==> config.mk <==
export PLATFORM = sky130hd
export DESIGN_NAME = uart_tx_arbiter
export DESIGN_NICKNAME = d
export VERILOG_FILES = /design/src/rtl/uart_tx_arbiter.sv
export SDC_FILE = /design/constraint.sdc
export NUM_CORES = 1
export LEC_CHECK = 0
export CAP_MARGIN = 20
export CORE_MARGIN = 3
export CORE_UTILIZATION = 38
export DETAILED_ROUTE_END_ITERATION = 10
export GPL_ROUTABILITY_DRIVEN = 0
export HOLD_SLACK_MARGIN = 0.03
export PLACE_DENSITY = 0.79
export SLEW_MARGIN = 0
export SYNTH_ARGS = -nofsm -noshare
export SYNTH_HDL_FRONTEND = slang
export SYNTH_SLANG_ARGS = --single-unit
==> constraint.sdc <==
create_clock -name clk -period 2.2 [get_ports clk]
set_clock_uncertainty 0.2 [all_clocks]
set_input_delay 0.44 -clock clk [delete_from_list [all_inputs] [get_ports clk]]
set_output_delay 0.44 -clock clk [all_outputs]
set_load 0.01 [all_outputs]
==> src/rtl/uart_tx_arbiter.sv <==
// ============================================================================
// Module      : uart_tx_arbiter
// Description : Round-robin scheduler that shares one UART transmitter among
//               NREQ byte producers. One byte is accepted per transfer through
//               a valid/ready handshake and launched with a one-cycle tx_en.
//               The arbiter then waits for tx_done, pulses the owner's
//               req_done, and rotates priority.
//               Optional watchdog abort of a stalled transfer is enabled by
//               defining the macro UART_ARB_TIMEOUT_EN.
// Revision    : 1.0 - initial release
// ============================================================================
`default_nettype none

module uart_tx_arbiter #(
  parameter int NREQ           = 4,
  parameter int GW             = $clog2(NREQ),
  parameter int TIMEOUT_CYCLES = 200000
) (
  input  logic              clk,
  input  logic              rst,
  input  logic [NREQ-1:0]   req_valid,
  input  logic [8*NREQ-1:0] req_data,
  output logic [NREQ-1:0]   req_ready,
  output logic [NREQ-1:0]   req_done,
  output logic [GW-1:0]     grant_id,
  output logic              busy,
  output logic              tx_en,
  output logic [7:0]        tx_din,
  input  logic              tx_done,
  output logic              err_timeout
);

  // Elaboration-time guard on the supported configuration range.
  generate
    if (NREQ < 2 || NREQ > 16 || TIMEOUT_CYCLES < 1) begin : g_param_check
      $error("uart_tx_arbiter: NREQ must be 2..16 and TIMEOUT_CYCLES >= 1");
    end
  endgenerate

  typedef enum logic [1:0] {
    S_IDLE  = 2'd0,
    S_START = 2'd1,
    S_WAIT  = 2'd2
  } state_t;

  state_t          r_state;
  logic [GW-1:0]   r_last_grant;
  logic [GW-1:0]   r_grant_id;
  logic            r_busy;
  logic            r_tx_en;
  logic [7:0]      r_tx_din;
  logic [NREQ-1:0] r_req_done;

  logic            w_found;
  logic [GW-1:0]   w_winner;
  logic [GW:0]     w_pos;
  logic [7:0]      w_byte;
  logic [NREQ-1:0] w_ready;

  // Round-robin pick: scan downward so the closest requester after last_grant wins.
  always_comb begin
    w_found  = 1'b0;
    w_winner = '0;
    w_pos    = '0;
    for (int k = NREQ; k >= 1; k--) begin
      w_pos = {1'b0, r_last_grant} + (GW+1)'(k);
      if (w_pos >= (GW+1)'(NREQ)) begin
        w_pos = w_pos - (GW+1)'(NREQ);
      end
      if (req_valid[w_pos[GW-1:0]]) begin
        w_found  = 1'b1;
        w_winner = w_pos[GW-1:0];
      end
    end
  end

  // Select the winner's byte from the flattened data bus.
  always_comb begin
    w_byte = '0;
    for (int i = 0; i < NREQ; i++) begin
      if (GW'(i) == w_winner) begin
        w_byte = req_data[8*i +: 8];
      end
    end
  end

  // Ready is offered only while idle, and only to the winning requester.
  always_comb begin
    w_ready = '0;
    if (r_state == S_IDLE && w_found) begin
      w_ready[w_winner] = 1'b1;
    end
  end

`ifdef UART_ARB_TIMEOUT_EN
  localparam int CW = $clog2(TIMEOUT_CYCLES + 1);

  logic [CW-1:0] r_wd_cnt;
  logic          r_err_timeout;
  logic          w_expired;

  // Expiry fires on the TIMEOUT_CYCLES-th cycle spent in WAIT.
  always_comb begin
    w_expired = (r_wd_cnt == CW'(TIMEOUT_CYCLES - 1));
  end
`endif

  // Transfer sequencer: accept, launch, wait for completion (or abort).
  always_ff @(posedge clk or posedge rst) begin
    if (rst) begin
      r_state       <= S_IDLE;
      r_last_grant  <= GW'(NREQ - 1);
      r_grant_id    <= '0;
      r_busy        <= 1'b0;
      r_tx_en       <= 1'b0;
      r_tx_din      <= '0;
      r_req_done    <= '0;
`ifdef UART_ARB_TIMEOUT_EN
      r_wd_cnt      <= '0;
      r_err_timeout <= 1'b0;
`endif
    end else begin
      r_tx_en       <= 1'b0;
      r_req_done    <= '0;
`ifdef UART_ARB_TIMEOUT_EN
      r_err_timeout <= 1'b0;
`endif
      case (r_state)
        S_IDLE: begin
          if (w_found) begin
            r_tx_din   <= w_byte;
            r_grant_id <= w_winner;
            r_busy     <= 1'b1;
            r_tx_en    <= 1'b1;
            r_state    <= S_START;
          end
        end
        S_START: begin
          // tx_done is deliberately not looked at in the launch cycle.
          r_state <= S_WAIT;
`ifdef UART_ARB_TIMEOUT_EN
          r_wd_cnt <= '0;
`endif
        end
        S_WAIT: begin
          if (tx_done) begin
            r_req_done[r_grant_id] <= 1'b1;
            r_last_grant           <= r_grant_id;
            r_busy                 <= 1'b0;
            r_state                <= S_IDLE;
          end
`ifdef UART_ARB_TIMEOUT_EN
          else if (w_expired) begin
            r_err_timeout <= 1'b1;
            r_last_grant  <= r_grant_id;
            r_busy        <= 1'b0;
            r_state       <= S_IDLE;
          end else begin
            r_wd_cnt <= r_wd_cnt + 1'b1;
          end
`endif
        end
        default: r_state <= S_IDLE;
      endcase
    end
  end

  assign req_ready = w_ready;
  assign req_done  = r_req_done;
  assign grant_id  = r_grant_id;
  assign busy      = r_busy;
  assign tx_en     = r_tx_en;
  assign tx_din    = r_tx_din;
`ifdef UART_ARB_TIMEOUT_EN
  assign err_timeout = r_err_timeout;
`else
  assign err_timeout = 1'b0;
`endif

endmodule

`default_nettype wire
==> impl_metrics.yaml <==
sta:
  setup_violations: 4
  rsz0062_at_grt: "true"
  timing.fmax_mhz: 435
  layout_setup_ws_ns: -0.0965
  period_needed_ns: 2.30
  hold_viol: 0
  finalSetupTns_ns: -0.222
  fin_crit_sh: 1.04
  slew_violations: 0
synthesis:
  synthCells: 102
  avgSynthCellArea_um2: 10.7
  ys_types: 31
  ys_warn_count: 0
  ys_ff_latch: 20
  synth_simple_gate_area_frac: 0.188
  yosysTopAreaCellShare: 0.414
  async_flop_share: 1.00
  syn_area_um2: 1090
  synth_compound_area_frac: 0.129
  seq_area_frac_synth: 0.463
  synth_xor_area_frac: 0
  synth.most_common_cell: "nand2_1"
  synth_commonest_cells: "21 x nand2_1, 18 x dfrtp_1, 16 x mux2i_1, 8 x nor2_1, 7 x o221ai_1"
  yosysTopAreaCell: "dfrtp_1"
  synth_adder_area_share: 0
  synth_edf_count: 0
  synth_nets: 141
  synth_top_family_by_area: "simple AND/OR/NAND/NOR gates"
  synthTopCellsByArea: "dfrtp_1 41%, mux2i_1 15%, nand2_1 7.2%"
  synthFlopType: "dfrtp_1"
  synth.area.mux_share: 0.158
run_status:
  status: "finished, violations left"
  violations: "negative setup slack"
worst_setup_path:
  critical_path_required_ns: 1.56
  cp.arrival_ns: 1.66
  crit_path_end_kind: "primary output"
  max_stage_delay_ns: 0.58
  crit_chain: "nand2b_4, a21o_1, o311ai_4, buf_6, nor2b_4, buf_6"
  cp_common_cell: "buf_6"
  start_kind: "flop"
  critPathMaxFanout: 4
  crit_slowest_cell: "dfstp_2"
  path_buf_inv: 2
  critical_path_class: "reg2out"
  cp_top_family: "flip-flops"
global_route:
  grt_max_degree: 21
  gr-total-overflow: 0
  grt_pass1_wl_mm: 4.74
  grt_pass1_vias: 1102
  grt_antenna_before_repair: 0
  grt_util_all_layers: 0.174
clocking:
  cts.clk_slew.worst_paths_ns: 0.11
  h-tree-depth: 1
  cts_tree: "yes"
  postCtsHoldBufs: 0
  numCtsBuffers: 3
  clkSinkCount: 20
  clockBufferDepth: 2
  clockRootBuffer: "clkbuf_4"
  clock_latency_ns: 0.29
placement:
  hpwlAfterDp_mm: 2.29
  io_buffers: 58
  place_inst: 195
  dpl_cell_area_um2: 1730
run:
  cap_violations: 0
drt:
  totalWireLength_mm: 2.89
  ant_nets: 0
  drt_iter0_drc: 29
  vias: 1023
  vias_per_cell: 5.06
  wl_per_cell_um: 14.3
  dr.pass1.iters: 3
  route.detailed.drc: 0
die:
  die-height_um: 59.5
  die_w_um: 59.5
  start_util: 0.420
  coreArea_um2: 2590
  io_pins: 60
  fp.dieArea_um2: 3540
  num_rows: 18
power_and_ir_drop:
  leakagePower_nw: 0.854
  irDropWorstVdd_v: 0.000730
  powerDensity_nw_per_um2: 1130
layout:
  stdcell_area_um2: 1790
  area_delta_synth_final_pct: 64.8
  antennaDiodeCount: 0
  final_cells: 202
  drive_above_1_share: 0.203
  final_nets: 212
min_path:
  min_path_type: "in2async"
[worst paths after layout]
kind,from,endpoint,slack (ns),depth (start not counted)
worst max register to register,r_last_grant[0],tx_din[1],0.11,8
worst min-delay path,rst,grant_id[0],0.27,3
worst max-delay path,r_last_grant[0],req_ready[1],-0.1,6
worst min register to register,r_last_grant[0],r_last_grant[0],0.30,2
min in group clk,r_last_grant[0],r_last_grant[0],0.30,2
max in group asynchronous,rst,r_last_grant[1],1.26,3
[per-layer routing]
metal | GRT usage | up-vias | routed length (µm) | part of all wire
li1 | - | 498 | - | -
met1 | 0.201 | 485 | 1160 | 0.40
met2 | 0.323 | 38 | 1470 | 0.51
met3 | 0.0414 | 2 | 249 | 0.086
met4 | 0.0380 | 0 | 8 | 0.0028
met5 | 0 | - | 0 | 0
[state kept, by name, summed over array words and instances, names as in the netlist]
name / cells
busy: 1
grant_id: 2
r_last_grant: 2
r_state: 2
req_done: 4
tx_din: 8
tx_en: 1
[worst register-to-register path, stage by stage (launching register included)]
cell and delay [ns]:
dfstp_2 0.58, nand2b_4 0.14, a21o_1 0.14, o311ai_4 0.12, buf_6 0.15, buf_4 0.13
buf_4 0.18, mux2i_1 0.19, o221ai_1 0.13
[cells by family after synthesis]
logic type	after synthesis
other	1
muxes	17
buffers and inverters	8
and+or+nand+nor	42
DFF	20
AOI/OAI and AO/OA	14
[metrics by stage]
step                      total power (W)  setup slack (ns)   util  hold WS [ns]
after detailed placement          0.00180            -0.675  0.669         0.277
after CTS                         0.00199            -0.144  0.679         0.273
final                             0.00203           -0.0965  0.692         0.269
after floorplan                   0.00128             0.276      -         0.202
after global routing              0.00218            -0.163  0.692         0.309
after global placement            0.00177            -0.663  0.669         0.263
[report_power, final]
group | leakage (nW) | switching, W | internal [W] | total (W)
clock | 0.0150 | 0.000102 | 0.0000703 | 0.000172
sequential | 0.246 | 0.000112 | 0.000533 | 0.000644
combinational | 0.593 | 0.000545 | 0.000664 | 0.00121
[final cells by class]
class | count | area (µm²)
inverters | 3 | 16.3
multi-input cells | 74 | 546
flip-flops and latches | 20 | 503
well taps | 30 | 37.5
fillers | 218 | 798
clock buffers | 4 | 26.3
repair buffers | 71 | 663
[timing repair]
item / CTS / global route
gates resized for setup: 22 / 6
endpoints found under the setup margin: 4 / 4
pin swaps: 4 / 2
buffers inserted: 2 / 1
[placed cells by master (no fill, tap or decap), drive strengths merged]
master         instances
a211o                  1
a21o                   1
a21oi                  1
and3                   2
and3b                  1
buf                   17
clkbuf                 4
clkdlybuf4s50         50
clkinv                 1
conb                   1
dfrtp                 18
dfstp                  2
dlygate4sd2            4
inv                    2
mux2                   1
mux2i                 16
nand2                 22
nand2b                 3
nand3b                 1
nor2                   8
nor2b                  3
nor3                   1
nor3b                  1
o21ai                  1
o221ai                 8
o22ai                  1
o311ai                 1
Power figures use the tool's default switching activity.
==> patch (same settings) <==
Set the parameter `NREQ` to 2 (it was 4).
--- a/src/rtl/uart_tx_arbiter.sv
+++ b/src/rtl/uart_tx_arbiter.sv
@@ -12,7 +12,7 @@
 `default_nettype none
 
 module uart_tx_arbiter #(
-  parameter int NREQ           = 4,
+  parameter int NREQ           = 2,
   parameter int GW             = $clog2(NREQ),
   parameter int TIMEOUT_CYCLES = 200000
 ) (
Ports: changed (5 resized); port bits go from 60 to 37. The function was not compared with the original's and may differ.
==> patch against the original RTL <==
- non-clock buffer count fell by 32
- register-to-register slack improved by 0.60 ns
- worst setup slack improved by 0.20 ns
- cell area fell by 35%
- area after synthesis fell by 33%
- total power fell by 34%
- sequential cell count fell by 4
- core utilization fell by 3.6 points
- wire length fell by 41%
- worst hold slack improved by 0.0058 ns
- largest power group unchanged
==> patch: results (changes against the original RTL) <==
* Status: finished, final reports clean
* Global-route wire length before repair at 2990 um (-37%)
* Setup Fix Bufs, Post-CTS at 0 (-2)
* Most frequent cells after synthesis: 20 x inv_1, 15 x dfrtp_1, 8 x o21ai_1, 8 x o221ai_1, 4 x nor2_1
* Capture point of the worst reg-to-reg path: tx_din[3]
* CP max stage delay at 0.51 ns (-0.07 ns)
* Syn nets at 93 (-34%)
* Seq/Total Area, Yosys at 55.0% (+8.7 points)
* Worst reg2reg setup slack at 0.71 ns (+0.60 ns)
* Clock-pin slew on the worst setup and hold paths at 0.09 ns (-0.02 ns)
* Peak supply drop at 636 uV (-13%)
* TritonRoute pass-1 iters at 2 (-1)
* Total GRT Usage at 15.6% (-1.8 points)
* Worst EP arrival at 1.45 ns (-0.21 ns)
* Vias in the first global route at 675 (-39%)
* Met2 WL post-DR at 799 um (-45%)
* Leakage power total at 0.564 nW (-34%)
* Family with the most delay on the worst path: buffers and inverters
* First-iteration detailed-routing DRC count at 5 (-83%)
* Pre-CTS setup slack at -0.150 ns (+0.525 ns)
* Slowest CP cell: clkdlybuf4s50_1
* Final hold slack at 0.275 ns (+0.00584 ns)
* Top Layer Used: met3
* Vias at 650 (-36%)
* Met3 usage at 6.04% (+1.9 points)
* Port Buffers at 35 (-40%)
* Critical path launch point: req_valid[0]
* Drt wl/cell at 12.2 um (-14%)
* Synth area leaders: dfrtp_1 51%, inv_1 10%, o221ai_1 9.6%
* Worst r2r path cells at 3 (-5)
* Synth async-reset ratio at 100% (unchanged)
* Nets at 135 (-36%)
* Critical-path maximum fanout at 3 (-1)
* Met1 Wirelength at 733 um (-37%)
* Worst min path class: reg2reg
* Met3 routed wirelength at 157 um (-37%)
* Post-synth cell types at 18 (-42%)
* Worst-Skew Late Latency at 0.27 ns (-0.02 ns)
* Met2 Track Usage GR at 25.6% (-6.7 points)
* Reg2reg start: r_state[0]
* Largest net degree at the start of global routing at 17 (-19%)
## patch: changes by cell type in the layout (fill, tap and decap cells not counted), sizes merged, moves of 8 or more
cell	unedited run	this run
clkdlybuf4s50	50	33
inv	2	20
buf	17	4
nand2	22	1
mux2i	16	1
o21ai	1	9
## patch: worst min-delay path by stage
stage | from | end | cells past startpoint
after floorplan | rst | busy | 1
after global placement | grant_id | req_done[0] | 1
after detailed placement | grant_id | req_done[0] | 1
after CTS | grant_id | req_done[0] | 1
after global routing | grant_id | req_done[0] | 1
final | grant_id | req_done[0] | 1
## patch: report_power, final
part	total [mW]	internal, mW	leakage [nW]	switching (mW)
Clock	0.185	0.100	0.0210	0.0846
Sequential	0.509	0.428	0.196	0.0808
Combinational	0.636	0.351	0.347	0.285
## patch: final cells by class
cell class              count  area (um2)
fillers                   165         607
repair buffers             39         378
clock buffers               4        36.3
flip-flops and latches     16         402
inverters                  20        75.1
multi-input cells          34         235
well taps                  25        31.3
## patch: timing repair
item                                   CTS  global route
gates resized for setup                  2             0
setup endpoints to repair                2             0
endpoints found under the hold margin    0             0
## patch: through the flow
| stage | utilization, % | instance area, um2 | TNS (ns) | cells | total power [mW] |
|---|---|---|---|---|---|
| finish | 65.6 | 1160 | 0 | 138 | 1.33 |
| global placement | 63.7 | 1120 | -0.205 | 134 | 1.15 |
| detailed placement | 63.7 | 1120 | -0.258 | 134 | 1.16 |
| floorplan | - | 731 | 0 | 72 | 0.839 |
| CTS | 65.6 | 1160 | 0 | 138 | 1.34 |
| global route | 65.6 | 1160 | 0 | 138 | 1.43 |
## patch: kinds of logic after synthesis
group / Yosys count / share of synthesized area, %
buf+inv: 22 / 12.8
mux: 1 / 1.37
compound gates: 19 / 18.3
flops: 16 / 55.0
simple gates: 13 / 12.0
other cells: 1 / 0.513
